## src/rtl/instr_fetch.sv

```systemverilog
// Instruction fetch unit: owns the PC, reads words over a req/ack memory port and
// presents them to execute over valid/ready, loading the PC from next_pc on each consume.
module instr_fetch #(
    parameter int ADDR_W   = 8,
    parameter int INSTR_W  = 16,
    parameter logic [ADDR_W-1:0] RESET_PC = '0,
    parameter int CNT_W    = 16
) (
    input  logic               clk,
    input  logic               reset,
    input  logic               run,
    output logic               mem_req,
    output logic [ADDR_W-1:0]  mem_addr,
    input  logic               mem_ack,
    input  logic [INSTR_W-1:0] mem_data,
    output logic [INSTR_W-1:0] instr,
    output logic               instr_valid,
    input  logic               instr_ready,
    input  logic [ADDR_W-1:0]  next_pc,
    output logic [ADDR_W-1:0]  pc,
    output logic [CNT_W-1:0]   retired,
    output logic               busy,
    output logic [1:0]         fsm_state
);

    typedef enum logic [1:0] {
        IDLE = 2'd0,
        REQ  = 2'd1,
        HOLD = 2'd2
    } state_t;

    state_t state, state_next;

    // Handshakes: a memory read completes in a cycle where mem_req && mem_ack;
    // an instruction transfers to execute in a cycle where instr_valid && instr_ready.
    logic fetch_done;
    logic consume;

    assign fetch_done  = (state == REQ) && mem_ack;
    assign consume     = (state == HOLD) && instr_ready;

    assign mem_req     = (state == REQ);
    assign mem_addr    = pc;
    assign instr_valid = (state == HOLD);
    assign busy        = (state != IDLE);
    assign fsm_state   = state;

    always_ff @(posedge clk) begin
        if (reset) begin
            state   <= IDLE;
            pc      <= RESET_PC;
            instr   <= '0;
            retired <= '0;
        end else begin
            state <= state_next;
            if (fetch_done) begin
                instr <= mem_data;
            end
            if (consume) begin
                pc      <= next_pc;
                retired <= retired + 1'b1;
            end
        end
    end

    // run is only looked at in IDLE and at the consume, so dropping it mid-request
    // still lets the outstanding word reach execute.
    always_comb begin
        state_next = state;
        case (state)
            IDLE: begin
                if (run) state_next = REQ;
            end
            REQ: begin
                if (mem_ack) state_next = HOLD;
            end
            HOLD: begin
                if (instr_ready) state_next = run ? REQ : IDLE;
            end
            default: state_next = IDLE;
        endcase
    end

endmodule

```

## config.mk

```make
export PLATFORM = sky130hd
export DESIGN_NAME = instr_fetch
export DESIGN_NICKNAME = d
export VERILOG_FILES = /design/src/rtl/instr_fetch.sv
export SDC_FILE = /design/constraint.sdc
export NUM_CORES = 1
export LEC_CHECK = 0
export CORE_UTILIZATION = 44
export DETAILED_ROUTE_END_ITERATION = 10
export MAX_ROUTING_LAYER = met4
export PLACE_DENSITY = 0.85
export SYNTH_ARGS = -nofsm -noshare
export SYNTH_HDL_FRONTEND = slang
export SYNTH_SLANG_ARGS = --single-unit
```

## constraint.sdc

```tcl
create_clock -name clk -period 3 [get_ports clk]
set_input_delay 0.6 -clock clk [delete_from_list [all_inputs] [get_ports clk]]
set_output_delay 0.6 -clock clk [all_outputs]
set_load 0.03 [all_outputs]
```

# == After elaboration in Yosys (flattened, before gate mapping) ==
# Index checks and enable logic that the tools add are counted.
# classes
n_addsub,1
mul,0
div_mod_pow,0
order_cmp,0
n_eq_ne,5
shifts,0
n_mux,5
bitwise,0
n_reduce_logical,5
# op_table
operator,n
"16-bit by 1-bit adder with 16-bit output, second input constant",1
2-bit 2-to-1 mux,3
2-bit case mux with 3 select lines,1
"2-bit by 1-bit inequality test with 1-bit output, second input constant",2
3-bit AND reduction,1
"2-bit by 1-bit equality test with 1-bit output, second input constant",1
"2-bit equality test, second input constant",1
1-bit logical AND,2
2-bit zero test,1
"2-bit inequality test, second input constant",1
2-bit nonzero test,1
1-bit 2-to-1 mux,1
# word_totals
regBits,42
latch_bits,0
ramBits,0
mem_bits_ro,0
input_bits,29
output_inout_bits,53
mem_count,0

# == Depth between registers and ports, before layout ==
# Gate-level depths: netlist of run 1.
# logic_depth
word_depth,3
depth_mapped,6

# == Worst setup path before layout of run 1 ==
# No wires, ideal clock.
# synth_timing
path_type,register to register
from,register state[0] (netlist: fsm_state[0])
to,register instr[6]
setup_ns,0.132
arrival_ns,1.803
required_ns,2.868
path_slack_ns,1.064
path_stages_with_launch,6
path_buffers,1
period_less_slack_ns,1.936
path_cell_list,dfxtp_1 > nor2b_1 > nand2_1 > clkbuf_1 > nand2_1 > a21oi_1
# synth_between
elab_chain_len,2
# synth_rtl
element,line_no,rtl
"start, declared",32,"state_t state, state_next;"
"start signal, assigned",55,state <= state_next;
2-bit by 1-bit equality test with 1-bit output,--,
via mem_req,12,"output logic mem_req,"
1-bit logical AND,39,assign fetch_done = (state == REQ) && mem_ack;
"end signal, assigned",57,instr <= mem_data;
"end, declared",16,"output logic [INSTR_W-1:0] instr,"
# The timed path passes the listed nets, and every way through them passes these cells.
# A chain may end at the register's enable or synchronous reset.

# == Worst setup path after layout of run 1 ==
# layout_timing
from,register state[0] (netlist: fsm_state[0])
to,output port mem_req
# layout_between
elab_chain_len,1
# layout_rtl
element,line_no,rtl
2-bit by 1-bit equality test with 1-bit output,42,assign mem_req = (state == REQ);
"end, declared",12,
# No other way between the ends.

==> impl_metrics.toml, run 1 <==
[global_route]
grt_start_max_net_pins = 21
track_usage_pct = 20.7
grt_pass1_vias = 1491
grt_first_pass_wirelength_um = 6580
initial_antenna_violation_count = 0
grt-ovfl-total = 0

[timing]
worst-slew-pin-transition_ns = 0.589
unrepaired_setup_endpoints_after_global_routing = "no"
final.period_utilization_pct = 77.2
fin_tns_setup_ns = 0
fin_crit_ns = 2.32
fmax_mhz = 432
finalSetupViolations = 0
timing.max_slew.rel_slack_pct = 60.7
finalHoldViolations = 0
report.final.slew_viol_count = 0
skew_ns = 0.00686

[placement]
dpl-instance-area_mm2 = 0.00255
place.port_buffers = 81
place.detailed.hpwl_um = 2680
dp.cells = 322
gp_congestion = 0.761

[clock_network]
clock_sinks = 42
clock_tree_from_tritoncts = "yes"
post_cts.repair.setup_buffers = 0
postCtsResizedCells = 0
cts.clk_slew.worst_paths_ns = 0.08
cts.hold.buffers_added = 0
worstSkewPairLatency_ns = 0.30
clock-root-buffer = "sky130_fd_sc_hd__clkbuf_8"
cts_made_buffers = 5
ctsLongestPathBuffers = 2
htreeDepth = 2

[power_and_ir_drop]
power_leakage_nw = 0.961
vdd_ir_drop_max_mv = 0.372
power.density_mw_per_mm2 = 478
fin_total_pwr_w = 0.00129

[synthesis]
yosysSeqAreaShare_pct = 47.4
yosysTopAreaCell = "sky130_fd_sc_hd__dfxtp_1"
number_of_library_cell_types_mapped_by_synthesis = 29
number_of_nets_produced_by_synthesis = 240
yosys_warnings = 0
synth_top_cells_by_area = "sky130_fd_sc_hd__dfxtp_1 47%, sky130_fd_sc_hd__nand2_1 11%, sky130_fd_sc_hd__a21oi_1 8.5%, sky130_fd_sc_hd__xnor2_1 4.4%, sky130_fd_sc_hd__buf_4 3.8%"
synth_async_sr_flop_share_pct = 0
synth.avg_cell_area_um2 = 8.45
synth-edff-count = 0
post_synthesis_cell_area_mm2 = 0.00178
yosys_register_bits = 42
syn-instance-count = 210
synth_top_flop_cell = "sky130_fd_sc_hd__dfxtp_1"
top_area_cell_type_share_of_the_netlist_area_pct = 47.4

[finish]
postLayoutCellArea_mm2 = 0.00269
final_common_cell = "sky130_fd_sc_hd__clkdlybuf4s50_1"
area.growth.synth_to_final_pct = 51.7
diodes = 0
num-nets-final = 311
final-instance-count-excl-fill = 330
fillCellCount = 319
layout.cells.most_common_list = "81 x sky130_fd_sc_hd__clkdlybuf4s50_1, 54 x sky130_fd_sc_hd__nand2_1, 42 x sky130_fd_sc_hd__dfxtp_1"
layout-drive-gt1-share_pct = 6.38

[die]
core_area_mm2 = 0.00377
fp.dieW_um = 65.5
dieHeight_um = 65.5
num_rows = 22
count_of_pins_on_the_block_boundary = 82
die_area_mm2 = 0.00429
starting_density_of_the_core_pct = 47.1

[route]
wl_cell_um = 11.7
num_vias = 1612
routed_wl_um = 3850
route.antenna.remaining_nets = 0
drtIter0Drc = 94
drt-vias-per-instance = 4.88
drc = 0
drtPass1Iterations = 4

[job]
max_cap_violations = 0

[worst_setup_path]
crit_fanout = 9
critPathLaunchType = "register"
worstPathRequired_ns = 2.40
setup.worst_path.class = "register to primary output"
worst-endpoint-arrival_ns = 1.72
worst_setup_path_end_kind = "primary output"

[hold_path]
kind_of_path_behind_the_tightest_hold_check = "register to register"

[run_status]
run_status = "finished clean"
## cell families after synthesis
| kind of cell | synth area share (%) |
|---|---|
| AOI/OAI and AO/OA | 9.23 |
| and+or+nand+nor | 29.2 |
| xor gates and xnor gates | 5.43 |
| muxes | 1.27 |
| DFF | 47.4 |
| buffers and inverters | 6.84 |
| adders and majority gates | 0.705 |
## path summary, 6_finish.rpt
kind,to,start,slack (ns),depth (start not counted)
max,mem_req,fsm_state[0],0.68,2
min,instr[8],instr[8],0.46,2
max reg2reg,retired[15],fsm_state[1],1.25,4
min reg2reg,instr[8],instr[8],0.46,2
## per-layer routing
layer,global-route usage (%),up-vias,wire length [um]
li1,-,822,-
met1,23.4,730,1760
met2,34.5,54,1810
met3,6.25,6,224
met4,7.34,0,55
met5,-,-,0
## cell usage after synthesis, types with 2 or more instances
cell / instances
sky130_fd_sc_hd__nand2_1: 54
sky130_fd_sc_hd__dfxtp_1: 42
sky130_fd_sc_hd__a21oi_1: 30
sky130_fd_sc_hd__nor2_1: 15
sky130_fd_sc_hd__buf_4: 9
sky130_fd_sc_hd__xnor2_1: 9
sky130_fd_sc_hd__clkbuf_1: 6
sky130_fd_sc_hd__nand3_1: 5
sky130_fd_sc_hd__nor3_1: 5
sky130_fd_sc_hd__buf_2: 4
sky130_fd_sc_hd__nor2b_1: 4
sky130_fd_sc_hd__nor4_2: 4
sky130_fd_sc_hd__inv_1: 3
sky130_fd_sc_hd__mux2_1: 2
sky130_fd_sc_hd__nand2b_1: 2
sky130_fd_sc_hd__nand4_1: 2
sky130_fd_sc_hd__xor2_1: 2
## sequential cells by signal, indices dropped and copies added (netlist names)
name,cells
retired,16
instr,16
mem_addr,8
fsm_state,2
## power breakdown
part           leakage [nW]  total [W]  switching (W)  internal, W
Sequential            0.340   0.000580      0.0000101     0.000570
Clock                0.0714   0.000550       0.000195     0.000355
Combinational         0.549   0.000156      0.0000800    0.0000762
## area by class of cell
class / count / area [um2] / area share, %
Sequential cell: 42 / 841 / 31.2
Timing Repair Buffer: 83 / 826 / 30.7
Multi-Input combinational cell: 146 / 813 / 30.2
Clock buffer: 6 / 82.6 / 3.07
Clock inverter: 2 / 60.1 / 2.23
Tap cell: 48 / 60.1 / 2.23
Inverter: 3 / 11.3 / 0.418
## critical path: stages, from the launching register on
cell	delay, ns
sky130_fd_sc_hd__dfxtp_1	0.47
sky130_fd_sc_hd__nor2b_1	0.24
sky130_fd_sc_hd__clkdlybuf4s50_1	0.71
## metrics by stage
step	utilization, %	hold WS, ns	setup WS (ns)
after floorplan	-	0.584	1.06
after global placement	67.7	0.440	0.610
after detailed placement	67.7	0.447	0.577
after CTS	71.4	0.457	0.659
after global routing	71.4	0.475	0.540
final	71.4	0.455	0.684
(Power assumes the default switching activity.)
==> run 2, diff against run 1 <==
Settings changed: CORE_UTILIZATION 44 to 37, PLACE_DENSITY 0.85 to 0.76.
Clock period 3 ns to 1.99 ns, I/O delays scaled along.
==> impl_metrics.toml, run 2 (same netlist as run 1, synthesis figures left out) <==
[run_status]
run_status = "finished with violations"
failing_checks = "design-rule violations"

[placement]
place.detailed.hpwl_um = 3050
gp_congestion = 0.755
place.port_buffers = 81
dpl-instance-area_mm2 = 0.00261

[finish]
register_area_um2 = 842
diodes = 0
num-nets-final = 318
layout-drive-gt1-share_pct = 7.99
layout.cells.most_common_list = "79 x sky130_fd_sc_hd__clkdlybuf4s50_1, 54 x sky130_fd_sc_hd__nand2_1, 41 x sky130_fd_sc_hd__dfxtp_1"
multi_input_area_um2 = 813
area.growth.synth_to_final_pct = 51.2
postLayoutCellArea_mm2 = 0.00268
final_common_cell = "sky130_fd_sc_hd__clkdlybuf4s50_1"
fillCellCount = 409

[timing]
finalHoldViolations = 0
fin_crit_ns = 1.90
timing.max_slew.rel_slack_pct = 62.3
final.hold.worst_slack_ns = 0.454
report.final.slew_viol_count = 0
fmax_mhz = 527
finalSetupViolations = 0
fin_tns_setup_ns = 0
unrepaired_setup_endpoints_after_global_routing = "no"
worst-slew-pin-transition_ns = 0.565
skew_ns = 0.00266
final.period_utilization_pct = 95.3

[hold_path]
kind_of_path_behind_the_tightest_hold_check = "register to register"
timing.hold.worst.start = "instr[6]"

[clock_network]
cts.clk_slew.worst_paths_ns = 0.07
clock_tree_from_tritoncts = "yes"
clock-root-buffer = "sky130_fd_sc_hd__clkbuf_8"
ctsLongestPathBuffers = 2
cts_made_buffers = 5
clock_sinks = 42
worstSkewPairLatency_ns = 0.29
htreeDepth = 2

[route]
drtIter0Drc = 96
drc = 5
drtPass1Iterations = 7
drt-vias-per-instance = 4.85
top_layer = "met4"
met3WireLength_um = 303
wl_cell_um = 11.6
detailroute.wirelength.met2_um = 1930
routed_wl_um = 3950
routedLengthMet1_um = 1660
num_vias = 1649
route.antenna.remaining_nets = 0

[global_route]
track_usage_pct = 18.2
grt-ovfl-total = 0
grt_start_max_net_pins = 24
grt_first_pass_wirelength_um = 6980
initial_antenna_violation_count = 0
grt_pass1_vias = 1615

[die]
dieHeight_um = 71.3
core_area_mm2 = 0.00447
starting_density_of_the_core_pct = 39.7
fp.dieW_um = 71.3
num_rows = 24
count_of_pins_on_the_block_boundary = 82
die_area_mm2 = 0.00508

[power_and_ir_drop]
vdd_ir_drop_max_mv = 0.442
power.density_mw_per_mm2 = 604
fin_total_pwr_w = 0.00162
power_leakage_nw = 0.970

[job]
max_cap_violations = 0

[worst_setup_path]
crit_fanout = 7
critPathLaunchType = "register"
worstPathRequired_ns = 1.59
worst_setup_path_end_kind = "primary output"
timing.critical_path.from = "fsm_state[1]"
setup.worst_path.class = "register to primary output"
worst-endpoint-arrival_ns = 1.50
r2r_start = "retired[2]"
[run 2: through the flow]
step | std cells | setup slack, ns | utilization, %
floorplan | 210 | 0.0545 | -
global placement | 333 | 0.0649 | 58.3
detailed placement | 333 | 0.0391 | 58.3
CTS | 340 | 0.0701 | 60.0
global route | 340 | 0.0176 | 60.0
finish | 340 | 0.0942 | 60.0
[run 2: where the power goes]
part           switching (W)  leakage, nW  total (W)  internal (W)
Clock               0.000263       0.0383   0.000505      0.000241
Sequential         0.0000136        0.340   0.000874      0.000860
Combinational       0.000123        0.591   0.000243      0.000120
Total               0.000400        0.970    0.00162       0.00122
[run 2: cell type report]
class / instances / area share, %
clock buffer: 7 / 2.84
multi-input combinational: 146 / 30.3
timing repair buffer: 90 / 32.6
inverter: 3 / 0.420
sequential: 42 / 31.4
tap: 52 / 2.42
[run 2: timing repair]
item	CTS	global route
setup endpoints to repair	3	0
buffers inserted	0	0
hold buffers	0	0
resized for setup	3	0
[run 2: per-layer routing]
| metal | GRT usage, % | vias up |
|---|---|---|
| met5 | - | - |
| met4 | 6.00 | 0 |
| met3 | 6.89 | 6 |
| met2 | 29.6 | 58 |
| met1 | 20.5 | 751 |
| li1 | - | 834 |
[run 2: worst paths after layout]
kind	endpoint	slack [ns]	depth (start not counted)
max	busy	0.09	2
max reg2reg	retired[15]	0.38	4
min reg2reg	instr[6]	0.45	2
min	instr[6]	0.45	2
[run 2: worst max-delay path, cell delays in order, from the launching register on]
cell                              delay (ns)
sky130_fd_sc_hd__dfxtp_2                0.42
sky130_fd_sc_hd__or2_1                  0.13
sky130_fd_sc_hd__clkdlybuf4s50_1        0.66
==> run 3, diff against run 2 <==
Settings changed: ABC_AREA from default to 1, CORE_ASPECT_RATIO from default to 0.75, CORE_UTILIZATION 37 to 38.
==> impl_metrics.toml, run 3 <==
[clock_network]
htreeDepth = 2
worstSkewPairLatency_ns = 0.29
clock_sinks = 42
postCtsResizedCells = 2
cts.hold.buffers_added = 0
ctsLongestPathBuffers = 2
cts.clk_slew.worst_paths_ns = 0.08
clock-root-buffer = "sky130_fd_sc_hd__clkbuf_8"
clock_tree_from_tritoncts = "yes"
post_cts.repair.setup_buffers = 0
cts_made_buffers = 5

[timing]
skew_ns = 0.00259
final.period_utilization_pct = 95.5
timing.max_slew.rel_slack_pct = 76.3
fin_ws_ns = 0.0897
report.final.slew_viol_count = 0
unrepaired_setup_endpoints_after_global_routing = "no"
fin_tns_setup_ns = 0
fmax_mhz = 526
fin_crit_ns = 1.90
worst-slew-pin-transition_ns = 0.354
finalSetupViolations = 0
finalHoldViolations = 0

[hold_path]
kind_of_path_behind_the_tightest_hold_check = "register to register"
timing.hold.worst.start = "instr[2]"
worst_hold_stages = 2
hold_end = "instr[2]"

[die]
dieHeight_um = 62.9
fp.dieW_um = 83.2
num_rows = 21
starting_density_of_the_core_pct = 40.9
core_area_mm2 = 0.00460
die_area_mm2 = 0.00524
count_of_pins_on_the_block_boundary = 82

[route]
drt-vias-per-instance = 4.80
wl_cell_um = 12.2
num_vias = 1858
routed_wl_um = 4710
drtPass1Iterations = 4
drc = 0
drtIter0Drc = 92
route.antenna.remaining_nets = 0

[finish]
layout.cells.most_common_list = "78 x sky130_fd_sc_hd__clkdlybuf4s50_1, 53 x sky130_fd_sc_hd__nand2_1, 42 x sky130_fd_sc_hd__dfxtp_1"
num-nets-final = 359
postLayoutCellArea_mm2 = 0.00281
diodes = 0
area.growth.synth_to_final_pct = 49.2
layout-drive-gt1-share_pct = 7.58
final_common_cell = "sky130_fd_sc_hd__clkdlybuf4s50_1"

[worst_setup_path]
r2r.worst_path.cells = 6
r2r_start = "retired[0]"
timing.critical_path.slowest_stage_cell = "sky130_fd_sc_hd__clkdlybuf4s50_1"
crit_fanout = 5
critical_path.top_delay_family = "buffers and inverters"
setup.reg_to_reg.worst_slack_ns = 0.60
worstPathRequired_ns = 1.59
setup.worst_path.class = "register to primary output"
slowest_cell_delay_on_critical_path_ns = 0.74
critical_path.n_buffers_inverters = 1
critPathLaunchType = "register"
crit_chain = "clkdlybuf4s50_1"
worst-endpoint-arrival_ns = 1.50
timing.critical_path.depth = 1
worst_setup_path_end_kind = "primary output"
worstReg2RegEnd = "retired[12]"

[job]
max_cap_violations = 0

[global_route]
grt_start_max_net_pins = 30
track_usage_pct = 18.9
initial_antenna_violation_count = 0
grt_first_pass_wirelength_um = 7820
grt_pass1_vias = 1743
grt-ovfl-total = 0

[placement]
place.detailed.hpwl_um = 3400
dpl-instance-area_mm2 = 0.00270
post_place_setup_slack_ns = 0.286
place.port_buffers = 81
gp_congestion = 0.819

[power_and_ir_drop]
power.density_mw_per_mm2 = 628
vdd_ir_drop_max_mv = 0.501
power_leakage_nw = 1.08

[synthesis]
synth-edff-count = 0
syn-instance-count = 254
synth_top_cells_by_area = "sky130_fd_sc_hd__dfxtp_1 45%, sky130_fd_sc_hd__nand2_1 11%, sky130_fd_sc_hd__a21oi_1 9.0%, sky130_fd_sc_hd__nand3_1 8.5%, sky130_fd_sc_hd__inv_1 4.4%"
post_synthesis_cell_area_mm2 = 0.00188
synth_top_flop_cell = "sky130_fd_sc_hd__dfxtp_1"
yosys_register_bits = 42
yosysTopAreaCell = "sky130_fd_sc_hd__dfxtp_1"
cell_with_the_most_instances_after_synthesis = "sky130_fd_sc_hd__nand2_1"
synth_top_cells_by_count = "53 x sky130_fd_sc_hd__nand2_1, 42 x sky130_fd_sc_hd__dfxtp_1, 34 x sky130_fd_sc_hd__a21oi_1"
number_of_nets_produced_by_synthesis = 284
number_of_library_cell_types_mapped_by_synthesis = 28
synth.avg_cell_area_um2 = 7.40
top_area_cell_type_share_of_the_netlist_area_pct = 44.7
yosysSeqAreaShare_pct = 44.7
synth_async_sr_flop_share_pct = 0
yosys_warnings = 0

[run_status]
run_status = "finished clean"
[run 3: cell types whose count changed in the layout (fill, tap and decap cells not counted), moves of 3 or more]
cell                      change
sky130_fd_sc_hd__xnor2_1      -9
sky130_fd_sc_hd__buf_4        -3
sky130_fd_sc_hd__nand3_1     +27
sky130_fd_sc_hd__nor2_1       +7
sky130_fd_sc_hd__nor3_1       -3
sky130_fd_sc_hd__a21oi_1      +4
sky130_fd_sc_hd__nor2b_1      -4
sky130_fd_sc_hd__inv_1       +19
sky130_fd_sc_hd__nor4_2       -4
[run 3: worst max-delay path by stage]
stage | from | end
final | fsm_state[1] | fsm_state[1]
after floorplan | fsm_state[0] | mem_req
after detailed placement | instr_ready | retired[10]
after CTS | fsm_state[0] | mem_req
after global placement | fsm_state[1] | instr_valid
after global routing | fsm_state[1] | fsm_state[1]
[run 3: stage by stage]
stage	hold WS, ns	std cells	total power [W]	util, %
finish	0.463	387	0.00176	61.0
global route	0.481	387	0.00184	61.0
global placement	0.447	379	0.00112	58.7
floorplan	0.555	254	0.00101	-
CTS	0.465	387	0.00178	61.0
detailed placement	0.453	379	0.00113	58.7
[run 3: kinds of logic (layout without fill, tap and decap cells)]
logic type               after synthesis  count (layout)  synth area share (%)
AND/OR/NAND/NOR                      123             123                  31.0
buffers and inverters                 43             119                  10.5
adder cells (fa/ha/maj)                1               1                 0.665
AO/OA/AOI/OAI                         43              43                  12.2
XOR/XNOR                               2               2                 0.932
flip-flops                            42              42                  44.7
[run 3: metal layers]
| layer | vias to the layer above | share of wire [%] | routed length, um | track usage [%] |
|---|---|---|---|---|
| li1 | 963 | - | - | - |
| met1 | 834 | 48 | 2260 | 23.6 |
| met2 | 51 | 44 | 2050 | 28.4 |
| met3 | 10 | 6.8 | 318 | 6.08 |
| met4 | 0 | 1.7 | 80 | 7.76 |
| met5 | - | 0 | 0 | - |
[run 3: layout make-up]
class | instances | area (um2)
Timing Repair Buffer | 87 | 856
Inverter | 24 | 90.1
Clock inverter | 1 | 30.0
Fill cell | 425 | 1790
Multi-Input combinational cell | 169 | 842
Sequential cell | 42 | 841
Tap cell | 57 | 71.3
Clock buffer | 7 | 76.3
[run 3: report_power, final]
group | leakage, nW | switching [W] | internal, W | total (W)
logic | 0.691 | 0.000125 | 0.000111 | 0.000236
clock network | 0.0524 | 0.000284 | 0.000376 | 0.000659
registers | 0.340 | 0.0000111 | 0.000857 | 0.000868
total | 1.08 | 0.000420 | 0.00134 | 0.00176
